File: src/rtl/change_dispenser_if.sv
// Request/response and serial-line bundle for the change dispenser.
// The master side issues change requests; the slave side is the dispenser.
interface change_dispenser_if;
  logic       start;
  logic [7:0] amount;
  logic       ready;
  logic       serialOut;
  logic [1:0] coin;
  logic [7:0] remaining;
  logic       done;

  modport master (
    output start, amount,
    input  ready, serialOut, coin, remaining, done
  );

  modport slave (
    input  start, amount,
    output ready, serialOut, coin, remaining, done
  );
endinterface

File: src/rtl/change_dispenser.sv
// Splits a change amount greedily into coins and sends one idle-high coin
// frame per coin. Every output is a flop, one cycle behind the FSM state.
module change_dispenser #(
  parameter int BIT_CYCLES = 1,
  parameter int GAP_BITS   = 2
) (
  input logic              clk,
  input logic              reset,
  change_dispenser_if.slave bus
);

  localparam int          GAP_CYCLES = GAP_BITS * BIT_CYCLES;
  localparam logic [15:0] BIT_LAST   = 16'(BIT_CYCLES - 1);
  localparam logic [15:0] GAP_LAST   = 16'(GAP_CYCLES - 1);

  typedef enum logic [2:0] {IDLE, SELECT, SEND, GAP, DONE} state_t;

  state_t      state;
  logic [4:0]  shift_reg;
  logic [2:0]  bit_cnt;
  logic [15:0] cyc_cnt;
  logic [15:0] gap_cnt;
  logic        ready_q;
  logic        serial_q;
  logic        done_q;
  logic [1:0]  coin_q;
  logic [7:0]  rem_q;

  logic        accept;
  logic [7:0]  coin_value;
  logic [7:0]  rem_after;

  // Acceptance is gated by the registered ready so start is honoured only
  // in cycles where ready is actually visible high.
  always_comb begin
    accept     = 1'b0;
    coin_value = 8'd1;
    rem_after  = rem_q;
    accept = (state == IDLE) && ready_q && bus.start;
    case (coin_q)
      2'd3:    coin_value = 8'd25;
      2'd2:    coin_value = 8'd10;
      2'd1:    coin_value = 8'd5;
      default: coin_value = 8'd1;
    endcase
    if (gap_cnt == 16'd0) rem_after = rem_q - coin_value;
  end

  // The coin's value is taken off on the first gap cycle, which is the edge
  // that ends the last bit as seen on the line.
  always_ff @(posedge clk or posedge reset) begin
    if (reset) begin
      state     <= IDLE;
      shift_reg <= '0;
      bit_cnt   <= '0;
      cyc_cnt   <= '0;
      gap_cnt   <= '0;
      ready_q   <= 1'b1;
      serial_q  <= 1'b1;
      done_q    <= 1'b0;
      coin_q    <= 2'd0;
      rem_q     <= 8'd0;
    end else begin
      serial_q <= (state == SEND) ? shift_reg[4] : 1'b1;
      done_q   <= (state == DONE);
      ready_q  <= (state == IDLE) && !accept;
      case (state)
        IDLE: begin
          if (accept) begin
            rem_q <= bus.amount;
            state <= (bus.amount == 8'd0) ? DONE : SELECT;
          end
        end
        SELECT: begin
          cyc_cnt <= '0;
          state   <= SEND;
          if (rem_q >= 8'd25) begin
            coin_q    <= 2'd3;
            shift_reg <= 5'b01010;
            bit_cnt   <= 3'd4;
          end else if (rem_q >= 8'd10) begin
            coin_q    <= 2'd2;
            shift_reg <= 5'b01110;
            bit_cnt   <= 3'd4;
          end else if (rem_q >= 8'd5) begin
            coin_q    <= 2'd1;
            shift_reg <= 5'b01000;
            bit_cnt   <= 3'd4;
          end else begin
            coin_q    <= 2'd0;
            shift_reg <= 5'b00100;
            bit_cnt   <= 3'd3;
          end
        end
        SEND: begin
          if (cyc_cnt == BIT_LAST) begin
            cyc_cnt <= '0;
            if (bit_cnt == 3'd0) begin
              gap_cnt <= '0;
              state   <= GAP;
            end else begin
              bit_cnt   <= bit_cnt - 3'd1;
              shift_reg <= {shift_reg[3:0], 1'b0};
            end
          end else begin
            cyc_cnt <= cyc_cnt + 16'd1;
          end
        end
        GAP: begin
          if (gap_cnt == 16'd0) rem_q <= rem_q - coin_value;
          if (gap_cnt == GAP_LAST) state <= (rem_after == 8'd0) ? DONE : SELECT;
          else gap_cnt <= gap_cnt + 16'd1;
        end
        DONE:    state <= IDLE;
        default: state <= IDLE;
      endcase
    end
  end

  assign bus.ready     = ready_q;
  assign bus.serialOut = serial_q;
  assign bus.coin      = coin_q;
  assign bus.remaining = rem_q;
  assign bus.done      = done_q;

endmodule

File: src/flat_wrapper.sv
// flat-port wrapper written by rule: the top's interface ports become plain ports
module change_dispenser_flat 
#(
  parameter int BIT_CYCLES = 1,
  parameter int GAP_BITS   = 2
)
  (clk, reset, bus_start, bus_amount, bus_ready, bus_serialOut, bus_coin, bus_remaining, bus_done);
  change_dispenser_if bus_i ();
  input logic clk;
  input logic reset;
  input wire logic [$bits(bus_i.start)-1:0] bus_start;
  input wire logic [$bits(bus_i.amount)-1:0] bus_amount;
  output wire logic [$bits(bus_i.ready)-1:0] bus_ready;
  output wire logic [$bits(bus_i.serialOut)-1:0] bus_serialOut;
  output wire logic [$bits(bus_i.coin)-1:0] bus_coin;
  output wire logic [$bits(bus_i.remaining)-1:0] bus_remaining;
  output wire logic [$bits(bus_i.done)-1:0] bus_done;
  assign bus_i.start = bus_start;
  assign bus_i.amount = bus_amount;
  assign bus_ready = bus_i.ready;
  assign bus_serialOut = bus_i.serialOut;
  assign bus_coin = bus_i.coin;
  assign bus_remaining = bus_i.remaining;
  assign bus_done = bus_i.done;
  change_dispenser #(.BIT_CYCLES(BIT_CYCLES), .GAP_BITS(GAP_BITS)) u_core (.clk(clk), .reset(reset), .bus(bus_i));
endmodule
File: config.mk
export PLATFORM = sky130hd
export DESIGN_NAME = change_dispenser_flat
export DESIGN_NICKNAME = d
export VERILOG_FILES = /design/src/rtl/change_dispenser_if.sv /design/src/rtl/change_dispenser.sv /design/src/flat_wrapper.sv
export SDC_FILE = /design/constraint.sdc
export NUM_CORES = 1
export LEC_CHECK = 0
export BUFFER_PORTS_ARGS = -buffer_cell sky130_fd_sc_hd__buf_2
export CORE_MARGIN = 2
export CORE_UTILIZATION = 45
export DETAILED_ROUTE_END_ITERATION = 8
export PLACE_DENSITY = 0.67
export SLEW_MARGIN = 20
export SYNTH_ARGS = -nofsm -noshare
export SYNTH_HDL_FRONTEND = slang
export SYNTH_SLANG_ARGS = --single-unit
File: constraint.sdc
create_clock -name clk -period 4 [get_ports clk]
set_input_delay 0.8 -clock clk [delete_from_list [all_inputs] [get_ports clk]]
set_output_delay 0.8 -clock clk [all_outputs]
set_load 0.05 [all_outputs]
* After elaboration in Yosys (flattened, before gate mapping) *
Index checks and enable logic that the tools add are counted.
Widths: inputs -> output; s select.

word-level totals
  bits in registers = 56
  bits in latches = 0
  memory bits (writable) = 0
  ROM bits = 0
  bits of input ports = 11
  output and inout port bits = 13
  logic and storage cells = 81
  memories kept = 0

operators by class
  add/subtract/negate cells = 4
  $mul = 0
  divide/modulo/power cells = 0
  magnitude comparators = 3
  equal/unequal tests = 14
  shift-type cells = 0
  muxes and demuxes = 33
  bitwise logic cells = 0
  reductions and logical operators = 17

operator list
  operator               number
  $mux 16                4
  $pmux 16 s2            2
  $mux 3                 11
  $add 16x1->16 const B  2
  $logic_not 16->1       2
  $mux 5                 4
  $eq 16x1->1 const B    1
  $logic_not 8->1        2
  $mux 8                 2
  $pmux 8 s2             1
  $pmux 5 s3             1
  $pmux 3 s4             1
  $pmux 5 s2             1
  $ge 8x3->1 const B     1
  $ge 8x4->1 const B     1
  $ge 8x5->1 const B     1
  $ne 2x2->1 const B     4
  $reduce_and 4->1       2
  $sub 8x5->8            1
  $eq 3x2->1 const B     2
  $logic_not 3->1        2
  $pmux 3 s2             1
  $reduce_bool 2->1      3
  $eq 2x2->1 const B     2
  12 further kinds       17

* Logic depth before layout (Yosys ltp) *
  depth after elaboration = 8
  mapped depth = 10

* Worst setup path after synthesis *
OpenSTA, ideal clock, no wires.

  path type = register -> register
  start = register u_core.coin_q[1], in the netlist u_core.bus.coin[1]
  end = register u_core.rem_q[7], in the netlist u_core.bus.remaining[7]
  library setup time = 121 ps
  arrival = 2423 ps
  required time = 3879 ps
  setup slack = 1456 ps
  cell stages (with the launch flop) = 10
  cells stage by stage = dfrtp_1 inv_1 nand2_1 ha_1 clkbuf_1 and3_1 a211o_1 or4_1 a32oi_1 nand2_1

on the way
  cells in the longest elaborated chain, start to end = 5
  elaborated cells between the ends (all ways) = 7
  those cells by class = add/sub: 1; eq/ne: 3; mux: 3

RTL lines
  what                                      RTL line                 text
  start, declared                           change_dispenser.sv:26   logic [1:0] coin_q;
  start signal, assigned                    change_dispenser.sv:61   coin_q <= 2'd0;
  start signal, assigned                    change_dispenser.sv:78   coin_q <= 2'd3;
  start signal, assigned                    change_dispenser.sv:82   coin_q <= 2'd2;
  $eq 2x1->1 or $eq 2x2->1 (tied branches)  change_dispenser.sv:40   case (coin_q)
  $pmux 5 s3 *                              change_dispenser.sv:40
  $sub 8x5->8 *                             change_dispenser.sv:110  if (gap_cnt == 16'd0) rem_q <= rem_q - coin_value;
  $mux 8 *                                  change_dispenser.sv:110
  $pmux 8 s2 *                              change_dispenser.sv:67   case (state)
  end signal, assigned                      change_dispenser.sv:70   rem_q <= bus.amount;
  end signal, assigned                      change_dispenser.sv:110
  end, declared                             change_dispenser.sv:27   logic [7:0] rem_q;

Every way passes the cells marked *; elsewhere a longest branch is shown, timed or not.
A chain may end at the register's enable or synchronous reset.

* Worst setup path in the final report *
  start = register u_core.coin_q[0], in the netlist u_core.bus.coin[0]
  end = register u_core.state[2]

on the way
  cells in the longest elaborated chain, start to end = 8
  elaborated cells between the ends (all ways) = 10
  those cells by class = add/sub: 1; eq/ne: 3; mux: 5; reduce/logical: 1

RTL lines
  what                                      RTL line                 text
  $eq 2x1->1 or $eq 2x2->1 (tied branches)  change_dispenser.sv:40
  $pmux 5 s3 *                              change_dispenser.sv:40
  $sub 8x5->8 *                             change_dispenser.sv:46   if (gap_cnt == 16'd0) rem_after = rem_q - coin_value;
  $mux 8 *                                  -
  $logic_not 8->1 *                         change_dispenser.sv:111  if (gap_cnt == GAP_LAST) state <= (rem_after == 8'd0) ? DONE : SELECT;
  $mux 3 * (2 in series)                    change_dispenser.sv:111
  $pmux 3 s4 *                              change_dispenser.sv:67
  end signal, assigned                      change_dispenser.sv:71   state <= (bus.amount == 8'd0) ? DONE : SELECT;
  end signal, assigned                      change_dispenser.sv:111
  end, declared                             change_dispenser.sv:18   state_t state;

Every way passes the cells marked *; elsewhere a longest branch is shown, timed or not. The select of a mux whose other input is x is not followed.

==> metrics.txt <==
Slew HR 0.470; Seq/Total Area, Yosys 0.413; synthesis-to-layout area growth 9.78%; area leader, netlist dfrtp_1; drt pass-1 iters 4; synthesized instance count 398; power share of the clock group 0.155; Ys Warns 0; Hold WC Path Type reg2reg; Yosys cell types 52; Avg Inst Size Synth 8.39 um^2; first-pass GRT wire length 13100 um; final worst path period share 0.624; sequential share of power 0.287; P_int around 1.5 mW; Hold Buf Count CTS 0; shortest period the worst path allows ~2.5 ns; Placement Cell Area 0.00353 mm^2; fin worst setup slack ~1.5 ns; post-route cell area 0.00367 mm^2; worst slew pin tran 0.792 ns; Max Fanout on Critical Path 5; Post-CTS Setup Inserts 0; Max Buffers Root-to-Sink 2; routed length per placed instance 14.5 um; post-DR vias/cell 5.61; Max Slew Vio Count 0; Die Ht 90.2 um; clock tree from TritonCTS done; Post-synth EDFFs 0; multiplexer share of the synthesized area 0.00599; post-cts repair resize count 0; Root Buffer clkbuf_8; Layout Skew ~0.011 ns; crit path cell chain nand2b_1 -> ha_1 -> inv_1 -> fa_1 -> a41oi_1 -> o21ai_0 -> nor2_1 -> xnor2_1 -> nand4_1 -> a211oi_1; net count reported at finish 440; XOR/XNOR share of the synthesized area 0.0446; M1 WL approximately 3600 um; Total Neg Setup Slack 0 ns; Post-Synthesis Cell Area roughly 0.0033 mm^2; Die Width 90.2 um; status completed; starting density of the core 0.463; Final Wtd Congestion 0.910; peak supply drop 0.435 mV; vias in the first global route 2743; H-tree depth 2; vias 2890; core area 0.00721 mm^2; post-synthesis compound-gate area fraction 0.166; Peak Freq 0.401 GHz; Die Area 0.00813 mm^2; max_cap viols 0; I/O pin count 24; Synth Flop Type dfrtp_1; Antenna Nets Post-Route 0; Gate power share 0.558; share of layout cells above drive strength 1 0.106; Seq cells post-synth 55; clock slew at the register clock pins of the worst setup and hold paths 0.11 ns; Pwr Total 2.87 mW; initial antenna violation count 0; drt initial violations between 150 and 200; Worst-Skew Late Latency 0.31 ns; pwr/cell area 781 mW/mm^2; # DRC 0; largest family of logic cells by synthesized area simple AND/OR/NAND/NOR gates; Slowest cell on crit path fa_1; delay-heaviest family, CP adder cells; adder-cell area share of the yosys netlist 0.0547; largest net degree at the start of global routing 34; CTS Buf Count 5; max incr delay on CP 0.45 ns; Routed WL 7460 um; CTS Sinks 55; Net Count, Synth between 400 and 500; RSZ-0062 raised after global routing false; Total GRT Usage 0.194; Critical Path Start Type register; WP buf/inv 1; GRT overflow 0; row count 31; CP Data Required Time 4.22 ns; switching share of total power 0.481; Buffers on Ports 23; Final HPWL DP between 5000 and 6000 um; met3 wire length 245 um; asr flop ratio synth 1.00; DR top layer met4; Final setup viols 0; post-synthesis simple-gate area fraction 0.281; Static Leak 1.67 nW; CP Data Arrival Time 2.71 ns; top cells by area, synth dfrtp_1 40%, nand2_1 8.8%, o21ai_0 7.5%; antenna fix cells 0; Crit Path Class reg2reg; Switch Pwr about 1.4 mW; critical path endpoint category register; setup slack at placement 1.55 ns; met2 routed WL ~3500 um; Reg2Reg Setup Slack 1.50 ns; share of the synthesized area in the top cell type 0.397; Fin. Hold Viols 0
## logic make-up after synthesis
| family | Yosys count |
|---|---|
| buffers and inverters | 29 |
| muxes | 2 |
| xor gates and xnor gates | 17 |
| adders and majority gates | 14 |
| DFF | 55 |
| and+or+nand+nor | 187 |
| AOI/OAI and AO/OA | 94 |
## stage by stage
step / instances / hold slack, ns / util
2_1_floorplan: 398 / 0.436 / -
3_3_place_gp: 507 / 0.452 / 0.489
3_5_place_dp: 507 / 0.449 / 0.489
4_1_cts: 515 / 0.476 / 0.508
5_1_grt: 515 / 0.507 / 0.508
6_report: 515 / 0.473 / 0.508
## layout by cell type, fill, tap and decap left out, types with 10 or more instances in the layout
cell,count
nand4_1,10
buf_2,23
inv_1,13
a21oi_1,12
xor2_1,12
o21ai_0,50
nand2_1,78
and3_1,12
dfrtp_1,53
nor2_1,30
ha_1,13
nand3_1,14
## power by group through the flow
stage               Sequential (mW)  Combinational [mW]  Clock [mW]
finish                        0.822                1.60       0.445
global route                  0.843                1.81       0.478
CTS                           0.820                1.59       0.451
detailed placement            0.832                1.59           0
global placement              0.824                1.56           0
floorplan                     0.971                1.09           0
## synthesized netlist by cell type, types with 7 or more instances
master	count
nor2_1	30
nand3_1	14
o21ai_0	50
nor4_1	7
clkbuf_1	14
and3_1	12
nand2_1	78
xor2_1	12
inv_1	14
nor3_1	8
ha_1	13
nand4_1	10
dfrtp_1	53
a21oi_1	12
## final timing paths
path / to / depth (start not counted) / start
min in group asynchronous: u_core.cyc_cnt[5]$_DFFE_PP0N_ / 2 / reset
worst min-delay path: u_core.bus.serialOut$_DFF_PP1_ / 1 / u_core.shift_reg[4]$_DFFE_PP0P_
worst max register to register: u_core.state[2]$_DFFE_PP0P_ / 10 / u_core.bus.coin[0]$_DFFE_PP0N_
worst max-delay path: u_core.state[2]$_DFFE_PP0P_ / 10 / u_core.bus.coin[0]$_DFFE_PP0N_
max in group asynchronous: u_core.state[2]$_DFFE_PP0P_ / 3 / reset
worst min register to register: u_core.bus.serialOut$_DFF_PP1_ / 1 / u_core.shift_reg[4]$_DFFE_PP0P_
## worst register-to-register path, stage by stage (launching register included)
cell	delay, ns
dfrtp_1	0.42
nand2b_1	0.22
ha_1	0.20
inv_1	0.07
fa_1	0.45
a41oi_1	0.20
o21ai_0	0.14
nor2_1	0.17
xnor2_1	0.16
nand4_1	0.13
a211oi_1	0.25
## metal layers
metal / up-vias / track usage
met5: - / 0
li1: 1436 / -
met4: 0 / 0.0641
met2: 68 / 0.311
met3: 11 / 0.0251
met1: 1375 / 0.274
## area by class of cell
| class | instances | area [um^2] |
|---|---|---|
| sequential | 55 | 1380 |
| tap | 99 | 124 |
| timing repair buffer | 25 | 130 |
| fill | 717 | 3550 |
| clock buffer | 5 | 68.8 |
| multi-input combinational | 314 | 1850 |
| inverter | 14 | 52.6 |
| clock inverter | 3 | 67.6 |
(Power assumes the default switching activity.)
